File: config.mk
export PLATFORM = sky130hd
export DESIGN_NAME = regfile_writeback_flat
export DESIGN_NICKNAME = d
export VERILOG_FILES = /design/src/rtl/regfile_writeback_if.sv /design/src/rtl/regfile_writeback.sv /design/src/flat_wrapper.sv
export SDC_FILE = /design/constraint.sdc
export NUM_CORES = 1
export LEC_CHECK = 0
export CORE_ASPECT_RATIO = 0.6
export CORE_MARGIN = 2
export CORE_UTILIZATION = 45
export CTS_CLUSTER_SIZE = 12
export DETAILED_ROUTE_END_ITERATION = 10
export PLACE_DENSITY = 0.69
export REMOVE_ABC_BUFFERS = 1
export SETUP_SLACK_MARGIN = 0.1
export SYNTH_ARGS = -nofsm -noshare
export SYNTH_HDL_FRONTEND = slang
export SYNTH_SLANG_ARGS = --single-unit
File: constraint.sdc
create_clock -name clk -period 3.25 [get_ports clk]
set_input_delay 0.4875 -clock clk [delete_from_list [all_inputs] [get_ports clk]]
set_output_delay 0.4875 -clock clk [all_outputs]
set_load 0.02 [all_outputs]
File: src/rtl/regfile_writeback_if.sv
// Writeback bundle: ALU/load request handshakes, issue tracking, register-file write port, scoreboard view.
interface regfile_writeback_if;
  logic        alu_valid;
  logic        alu_ready;
  logic [4:0]  alu_rd;
  logic [31:0] alu_data;
  logic        mem_valid;
  logic        mem_ready;
  logic [4:0]  mem_rd;
  logic [31:0] mem_data;
  logic        issue_valid;
  logic [4:0]  issue_rd;
  logic        WE3;
  logic [4:0]  A3;
  logic [31:0] WD3;
  logic [31:0] busy;
  logic        sb_overflow;

  modport master (
    output alu_valid, alu_rd, alu_data,
    output mem_valid, mem_rd, mem_data,
    output issue_valid, issue_rd,
    input  alu_ready, mem_ready,
    input  WE3, A3, WD3, busy, sb_overflow
  );

  modport slave (
    input  alu_valid, alu_rd, alu_data,
    input  mem_valid, mem_rd, mem_data,
    input  issue_valid, issue_rd,
    output alu_ready, mem_ready,
    output WE3, A3, WD3, busy, sb_overflow
  );
endinterface

File: src/rtl/regfile_writeback.sv
// Round-robin ALU/load writeback arbiter feeding a DEPTH-entry queue that drains one write per cycle,
// plus a 2-bit-per-register pending-write scoreboard. Define WB_BYPASS_EN for the empty-queue bypass.
module regfile_writeback #(
  parameter int DEPTH = 4
) (
  input logic                clk,
  input logic                rst,
  regfile_writeback_if.slave wb
);

  localparam int AW = $clog2(DEPTH);

  typedef struct packed {
    logic [4:0]  rd;
    logic [31:0] data;
  } wb_entry_t;

  wb_entry_t   q_mem [DEPTH];
  wb_entry_t   acc_ent;
  wb_entry_t   head;
  wb_entry_t   last_q;
  wb_entry_t   out_ent;
  logic [AW-1:0] wr_ptr;
  logic [AW-1:0] rd_ptr;
  logic [AW:0] count;
  logic        full;
  logic        empty;
  logic        rr_mem;
  logic        alu_ready;
  logic        mem_ready;
  logic        alu_acc;
  logic        mem_acc;
  logic        keep;
  logic        push;
  logic        pop;
  logic        we3;

  logic [1:0]  cnt [1:31];
  logic [31:0] inc_req;
  logic [31:0] dec_hit;
  logic [31:0] at_max;
  logic [31:0] busy_v;
  logic        ovf_hit;
  logic        sb_ovf_q;

  assign full  = (count == (AW+1)'(DEPTH));
  assign empty = (count == '0);
  assign head  = q_mem[rd_ptr];

  // Each ready looks only at the other source's valid, never its own.
  always_comb begin
    alu_ready = !rst && !full && (!wb.mem_valid || !rr_mem);
    mem_ready = !rst && !full && (!wb.alu_valid ||  rr_mem);
  end

  assign alu_acc = wb.alu_valid && alu_ready;
  assign mem_acc = wb.mem_valid && mem_ready;

  always_comb begin
    acc_ent.rd   = wb.alu_rd;
    acc_ent.data = wb.alu_data;
    if (mem_acc) begin
      acc_ent.rd   = wb.mem_rd;
      acc_ent.data = wb.mem_data;
    end
  end

  // Writes to x0 finish their handshake here and go no further.
  assign keep = (alu_acc || mem_acc) && (acc_ent.rd != 5'd0);
  assign pop  = !empty;

`ifdef WB_BYPASS_EN
  logic bypass;
  assign bypass = empty && keep;
  assign push   = keep && !bypass;

  always_comb begin
    we3     = 1'b0;
    out_ent = last_q;
    if (pop) begin
      we3     = 1'b1;
      out_ent = head;
    end else if (bypass) begin
      we3     = 1'b1;
      out_ent = acc_ent;
    end
  end
`else
  assign push = keep;

  always_comb begin
    we3     = 1'b0;
    out_ent = last_q;
    if (pop) begin
      we3     = 1'b1;
      out_ent = head;
    end
  end
`endif

  always_ff @(posedge clk) begin
    if (rst) begin
      wr_ptr <= '0;
      rd_ptr <= '0;
      count  <= '0;
      rr_mem <= 1'b1;
      last_q <= '0;
    end else begin
      if (push) wr_ptr <= wr_ptr + AW'(1);
      if (pop)  rd_ptr <= rd_ptr + AW'(1);
      count <= count + (AW+1)'(push) - (AW+1)'(pop);
      if (alu_acc)      rr_mem <= 1'b1;
      else if (mem_acc) rr_mem <= 1'b0;
      // A3/WD3 hold the most recent write once the queue runs dry.
      if (we3) last_q <= out_ent;
    end
  end

  always_ff @(posedge clk) begin
    if (push) q_mem[wr_ptr] <= acc_ent;
  end

  always_comb begin
    inc_req = '0;
    dec_hit = '0;
    at_max  = '0;
    busy_v  = '0;
    for (int r = 1; r < 32; r++) begin
      inc_req[r] = wb.issue_valid && (wb.issue_rd == 5'(r));
      dec_hit[r] = we3 && (out_ent.rd == 5'(r));
      at_max[r]  = (cnt[r] == 2'd3);
      busy_v[r]  = (cnt[r] != 2'd0);
    end
  end

  // A same-cycle commit frees the slot, so an issue to a saturated register is not an overflow then.
  assign ovf_hit = |(inc_req & ~dec_hit & at_max);

  always_ff @(posedge clk) begin
    if (rst) begin
      for (int r = 1; r < 32; r++) cnt[r] <= 2'd0;
      sb_ovf_q <= 1'b0;
    end else begin
      for (int r = 1; r < 32; r++) begin
        if (inc_req[r] && !dec_hit[r] && !at_max[r])
          cnt[r] <= cnt[r] + 2'd1;
        else if (dec_hit[r] && !inc_req[r] && (cnt[r] != 2'd0))
          cnt[r] <= cnt[r] - 2'd1;
      end
      if (ovf_hit) sb_ovf_q <= 1'b1;
    end
  end

  assign wb.alu_ready   = alu_ready;
  assign wb.mem_ready   = mem_ready;
  assign wb.WE3         = we3;
  assign wb.A3          = out_ent.rd;
  assign wb.WD3         = out_ent.data;
  assign wb.busy        = busy_v;
  assign wb.sb_overflow = sb_ovf_q;

endmodule
File: src/flat_wrapper.sv
// flat-port wrapper written by rule: the top's interface ports become plain ports
module regfile_writeback_flat 
#(
  parameter int DEPTH = 4
)
  (clk, rst, wb_alu_valid, wb_alu_rd, wb_alu_data, wb_mem_valid, wb_mem_rd, wb_mem_data, wb_issue_valid, wb_issue_rd, wb_alu_ready, wb_mem_ready, wb_WE3, wb_A3, wb_WD3, wb_busy, wb_sb_overflow);
  regfile_writeback_if wb_i ();
  input logic clk;
  input logic rst;
  input wire logic [$bits(wb_i.alu_valid)-1:0] wb_alu_valid;
  input wire logic [$bits(wb_i.alu_rd)-1:0] wb_alu_rd;
  input wire logic [$bits(wb_i.alu_data)-1:0] wb_alu_data;
  input wire logic [$bits(wb_i.mem_valid)-1:0] wb_mem_valid;
  input wire logic [$bits(wb_i.mem_rd)-1:0] wb_mem_rd;
  input wire logic [$bits(wb_i.mem_data)-1:0] wb_mem_data;
  input wire logic [$bits(wb_i.issue_valid)-1:0] wb_issue_valid;
  input wire logic [$bits(wb_i.issue_rd)-1:0] wb_issue_rd;
  output wire logic [$bits(wb_i.alu_ready)-1:0] wb_alu_ready;
  output wire logic [$bits(wb_i.mem_ready)-1:0] wb_mem_ready;
  output wire logic [$bits(wb_i.WE3)-1:0] wb_WE3;
  output wire logic [$bits(wb_i.A3)-1:0] wb_A3;
  output wire logic [$bits(wb_i.WD3)-1:0] wb_WD3;
  output wire logic [$bits(wb_i.busy)-1:0] wb_busy;
  output wire logic [$bits(wb_i.sb_overflow)-1:0] wb_sb_overflow;
  assign wb_i.alu_valid = wb_alu_valid;
  assign wb_i.alu_rd = wb_alu_rd;
  assign wb_i.alu_data = wb_alu_data;
  assign wb_i.mem_valid = wb_mem_valid;
  assign wb_i.mem_rd = wb_mem_rd;
  assign wb_i.mem_data = wb_mem_data;
  assign wb_i.issue_valid = wb_issue_valid;
  assign wb_i.issue_rd = wb_issue_rd;
  assign wb_alu_ready = wb_i.alu_ready;
  assign wb_mem_ready = wb_i.mem_ready;
  assign wb_WE3 = wb_i.WE3;
  assign wb_A3 = wb_i.A3;
  assign wb_WD3 = wb_i.WD3;
  assign wb_busy = wb_i.busy;
  assign wb_sb_overflow = wb_i.sb_overflow;
  regfile_writeback #(.DEPTH(DEPTH)) u_core (.clk(clk), .rst(rst), .wb(wb_i));
endmodule
Yosys cells after proc, flatten, opt, wreduce, memory -nomap -nowiden --
Memories as Yosys holds them, arrays and structs flattened. A register that Yosys moved wholly into a read port is not among the register bits. Cells that the tools add are included.
Storage, ports and cells: bits in registers 46, memory bits (writable) 210, input port bits 84, output and inout port bits 73, memories kept 2
Memory list:
- u_core.q_mem | words 4, width 37, read ports 1, clocked after memory_dff 1, write ports 1, line regfile_writeback.sv:18 | wb_entry_t q_mem [DEPTH];
- u_core.cnt | words 31, width 2, read ports 31, clocked after memory_dff 0, write ports 31, line regfile_writeback.sv:38 | logic [1:0] cnt [1:31];
Operators by class: add/subtract/negate cells 66, equal/unequal tests 94, mux-type cells 288, bitwise logic cells 65, reduce and logical (&&, ||, !) cells 329
Operator list (count):
- 2-to-1 mux 1 bit | 222
- logical AND 1 bit | 192
- == test 5 bit (second input constant) | 32
- 2-to-1 mux 2 bit | 64
- zero test 1 bit | 99
- == test 5 x 4 -> 1 bit (second input constant) | 16
- 2-to-1 mux 37 bit | 2
- adder 2 x 1 -> 2 bit (second input constant) | 33
- bitwise AND 32 bit | 2
- == test 2 bit (second input constant) | 31
- bitwise OR 1 bit | 62
- nonzero test 2 bit | 31
- subtractor 2 x 1 -> 2 bit (second input constant) | 31
- == test 5 x 3 -> 1 bit (second input constant) | 8
- NOT 32 bit | 1
- OR reduction 32 bit | 1
- == test 5 x 2 -> 1 bit (second input constant) | 4
- == test 5 x 1 -> 1 bit (second input constant) | 2
- nonzero test 5 bit | 1
- adder 3 x 1 -> 3 bit | 1
- == test 3 bit (second input constant) | 1
- zero test 3 bit | 1
- logical OR 1 bit | 3
- subtractor 3 x 1 -> 3 bit | 1
- OR reduction 2 bit | 1

Logic depth before layout (Yosys ltp) --
word-level depth 12, depth in mapped cells 12

Worst setup path after synthesis --
Ideal clock, no wire load.
kind input-to-reg, start in wb_alu_valid, end mem u_core.q_mem[1][0] (netlist bit) (enable), data arrival time 2872 ps, required time 2852 ps, setup slack -20 ps, stages on the path 7, path through nor2b_1 -> a2111oi_2 -> clkbuf_1 -> a21o_1 -> o31a_1 -> clkbuf_1 -> and2_1
Between the ends: cells in the longest elaborated chain, start to end 9
RTL lines:
- from (decl) | line flat_wrapper.sv:10 | input wire logic [$bits(wb_i.alu_valid)-1:0] wb_alu_valid;
- zero test 1 bit | line regfile_writeback.sv:53 | mem_ready = !rst && !full && (!wb.alu_valid || rr_mem);
- logical OR 1 bit | line regfile_writeback.sv:53
- logical AND 1 bit | line regfile_writeback.sv:53
- logical AND 1 bit | line regfile_writeback.sv:57 | assign mem_acc = wb.mem_valid && mem_ready;
- 2-to-1 mux 37 bit | line regfile_writeback.sv:62 | if (mem_acc) begin
- nonzero test 5 bit | line regfile_writeback.sv:69 | assign keep = (alu_acc || mem_acc) && (acc_ent.rd != 5'd0);
- logical AND 1 bit (*) | line regfile_writeback.sv:69
- net u_core.keep | line regfile_writeback.sv:33 | logic keep;
- 2-to-1 mux 1 bit (*) | line regfile_writeback.sv:120 | if (push) q_mem[wr_ptr] <= acc_ent;
- 2-to-1 mux 1 bit (implied by the code) (*) | line regfile_writeback.sv:120
- to (decl) | line regfile_writeback.sv:18
Mark *: on every way through the listed nets, which the timed path passes. The rest lies on a longest branch.

Worst setup path after layout --
start reg u_core.count[2], end out wb_WD3[18]
Between the ends: cells in the longest elaborated chain, start to end 2
RTL lines:
- from (decl) | line regfile_writeback.sv:25 | logic [AW:0] count;
- from (signal assigned) | line regfile_writeback.sv:111 | count <= count + (AW+1)'(push) - (AW+1)'(pop);
- zero test 3 bit | line regfile_writeback.sv:47 | assign empty = (count == '0);
- 2-to-1 mux 37 bit | line regfile_writeback.sv:94 | if (pop) begin
- to (decl) | line flat_wrapper.sv:22 | output wire logic [$bits(wb_i.WD3)-1:0] wb_WD3;
No other way between the ends.

==> summary.md <==
| Metric | Value |
|---|---|
| Status | completed |
| Synth Instances | 1135 |
| Met3 track demand over resource | 5.42% |
| TritonCTS clock tree | built |
| Kind of critical path | register to output pin |
| Post-detailed-route wirelength per cell | 20.3 um |
| Total number of placement rows | 48 |
| Max-slew headroom | 17.9% |
| Total leakage power | 6.13 nW |
| Largest area contributor in the synthesized netlist | edfxtp_1 |
| HPWL after detailed placement | 25100 um |
| Post-cts hold buffer count | 0 |
| Register clock-pin slew on the reported worst setup and hold paths | 0.06 ns |
| Non-Filler Instances | 1705 |
| Number of inserted filler cells in the final layout | 2420 |
| Deepest clock path buffer count | 3 |
| Final setup skew | 0.00997 ns |
| Most common cell in the netlist | edfxtp_1 |
| Area growth syn-to-layout | 23.5% |
| Port Buffer Count | 155 |
| Core ar. | 0.0287 sq mm |
| Proportion of synthesized chip area in sequential cells | 55.4% |
| # H-tree levels | 1 |
| Top FF cell, synth | edfxtp_1 |
| Global-route met1 utilization | 33.6% |
| Part of the power in combinational logic | 40.9% |
| CTS Root Cell | clkbuf_16 |
| Area used by sequential logic in the layout | 0.00727 sq mm |
| Clock latency on the worst-skew pair | 0.53 ns |
| Met2 capacity usage during global routing | 33.3% |
| Vias in the first global route | 9291 |
| Cell with the largest stage delay on the worst path | clkdlybuf4s50_1 |
| Share of synthesized registers carrying an async set or reset | 0% |
| RSZ-0062 raised after global routing | true |
| Initial antenna violation count | 0 |
| Final estimated routing congestion in global placement | 0.945 |
| Finished layout cell area | 0.0162 sq mm |
| Endpoint class of the critical path | output pin |
| # setup viols final | 0 |
| Sequential share of power | 35.4% |
| Required time worst endpoint | 2.76 ns |
| Post-synth cell types | 61 |
| Detail-routed via count per cell | 5.61 |
| Number of placed instances with taps included | 1657 |
| Largest net degree at the start of global routing | 41 |
| Max-slew violation total from the final report | 0 |
| Startpoint kind of the worst setup timing path | register |
| Switching portion of total power | 35.6% |
| Total number of vias | 9567 |
| Internal power | 0.00783 W |
| Delay-heaviest family, CP | buffers and inverters |
| Clock sink count | 258 |
| Number of CTS-inserted buffers | 26 |
| Crit path max fanout | 27 |
| Number of warnings printed during yosys synthesis | 0 |
| Final period demand of the worst path | 3.06 ns |
| Initial DRC count | 997 |
| Die outline height | 136 um |
| Width of the die | 225 um |
| Total number of nets in the final design | 1464 |
| Total cell area at the placement stage | 0.0154 sq mm |
| Clock Power Share | 23.7% |
| Worst Hold Margin | 0.458 ns |
| Fraction of final layout cells with drive strength greater than 1 | 13.2% |
| Sum of overflow across all layers after global routing | 0 |
| Sw Pwr | 0.00433 W |
| Floorplan die area | 0.0306 sq mm |
| Number of antenna repair diodes | 0 |
| Number of I/O pins | 157 |
| Synth Cell Area | 0.0131 sq mm |
| Starting density of the core | 45.7% |
| Max_cap viols | 0 |
| Worst IR drop on VDD | 0.000434 V |
| Number of register bits inferred by synthesis | 258 |
| Final-report hold violation count | 0 |
| Initial DRT Pass Iterations | 7 |
| Routed WL | 34600 um |
| Maximum single-stage delay on the critical path | 0.63 ns |
| Footprint of the multi-input gates | 0.00524 sq mm |
| Count of antenna-violating nets left after detailed routing | 0 |
| Drc violations | 0 |
| Transition time at the pin with the least slew margin | 1.23 ns |
| Maximum clock rate | 327 MHz |
| Cell breakdown of the critical path | nor3_2 -> buf_4 -> nand2_1 -> nand2_1 -> clkdlybuf4s50_1 |
| Global-route layer with the greatest usage | met1 |
| All-Layer GR Usage | 22.4% |
| Cell area power density | 750 mW/mm^2 |
| Number of enable-type register cells in the synthesized netlist | 210 |
| Worst min-delay path class | register to register |
| CP bufs+invs | 2 |
| Most numerous cell on the critical path | nand2_1 |
| Avg Cell Area, Syn | 11.6 sq um |
| Share of the clock period used by the worst path after layout | 94.0% |
| Top post-synthesis cells by count | edfxtp_1 (210), nand2_1 (167), a21oi_1 (126) |
| Largest cells by area after synthesis | edfxtp_1 (48%), dfxtp_1 (7.3%), ha_1 (6.5%), mux4_2 (6.3%), a21oi_1 (4.8%) |
| Arrival time of the worst setup path | 2.57 ns |
| Wire length of the first global-routing pass | 52200 um |
| Yosys top cell area share | 48.0% |
[layout make-up]
type	count	share of cell area (%)
flip-flops and latches	258	44.9
multi-input cells	711	32.3
repair buffers	209	12.5
clock buffers	46	4.79
well taps	375	2.89
inverters	105	2.43
clock inverters	1	0.185
[worst reg2reg max path, stage by stage (launching register included)]
cell	delay, ns
dfxtp_4	0.44
mux4_2	0.62
and2_0	0.21
a21oi_1	0.96
or4_1	0.29
nand3_1	0.15
[repair_timing]
action                                  in CTS  in global routing
buffers inserted                             1                  0
resized for setup                            1                  4
cloned                                       0                  0
endpoints found under the setup margin      20                 29
pin swaps                                    0                  0
[metrics by stage]
step / utilization, % / power [W] / setup WS, ns / TNS (ns)
after floorplan: - / 0.00710 / -3.51 / -995.10
after CTS: 56.4 / 0.0122 / 0.0603 / 0
after global routing: 56.5 / 0.0127 / 0.0681 / 0
after detailed placement: 53.6 / 0.00928 / -0.113 / -0.113
final: 56.5 / 0.0122 / 0.195 / 0
after global placement: 53.6 / 0.00919 / -0.0710 / -0.0710
[worst paths after layout]
check,slack (ns),end,cells past startpoint,start
hold reg to reg,0.46,u_core.last_q[6]$_SDFFE_PP0N_,2,u_core.last_q[6]$_SDFFE_PP0N_
setup / recovery,0.19,wb_WD3[18],5,u_core.count[2]$_SDFF_PP0_
setup reg to reg,0.30,u_core.cnt[15][0]$_DFFE_PP_,5,register
hold / removal,0.46,u_core.last_q[6]$_SDFFE_PP0N_,2,u_core.last_q[6]$_SDFFE_PP0N_
[cell families after synthesis]
family,after synthesis,synth area share [%]
other,1,0.0286
flip-flops,258,55.4
AND/OR/NAND/NOR,383,14.8
buffers and inverters,166,4.94
adder cells (fa/ha/maj),69,6.63
AO/OA/AOI/OAI,150,6.24
XOR/XNOR,4,0.267
multiplexers,104,11.8
[registers in the layout, indices dropped and copies added, names as in the netlist, named ones only]
register,count
u_core.q_mem,148
u_core.cnt,62
u_core.last_q,37
u_core.count,3
u_core.rd_ptr,2
u_core.wr_ptr,2
u_core.rr_mem,1
u_core.wb.sb_overflow,1
[cells in the final DEF, fill, tap and decap left out, types with 4 or more instances in the layout]
master	synthesis	final
or4_1	24	24
nor2b_1	9	9
nor3_1	6	5
clkdlybuf4s50_1	0	154
nand3_1	80	80
nor4_1	4	4
a21oi_1	126	126
a31oi_1	5	5
nand2_1	167	167
mux4_2	37	37
clkbuf_1	42	16
inv_1	105	104
clkbuf_16	0	27
mux2_2	34	34
nor4bb_1	6	6
or3_1	4	4
edfxtp_1	210	210
buf_12	0	5
buf_4	1	46
and4_1	4	4
dfxtp_1	48	46
mux2i_1	33	33
and2_2	0	4
nor3b_1	5	5
nor2_1	43	43
ha_1	68	68
[per-layer routing]
layer,part of all wire [%],vias to the layer above,wire [um]
met5,0,-,0
met4,1.7,0,590
met3,9.8,41,3390
met2,42,448,14700
met1,46,4625,16000
li1,-,4453,-
[power by group through the flow]
stage | combinational, W | clock, W | sequential [W]
CTS | 0.00494 | 0.00296 | 0.00430
global route | 0.00530 | 0.00308 | 0.00435
global placement | 0.00484 | 0 | 0.00435
finish | 0.00497 | 0.00288 | 0.00430
detailed placement | 0.00491 | 0 | 0.00437
floorplan | 0.00269 | 0 | 0.00441
Note: power is estimated with default switching activity, not from simulation.
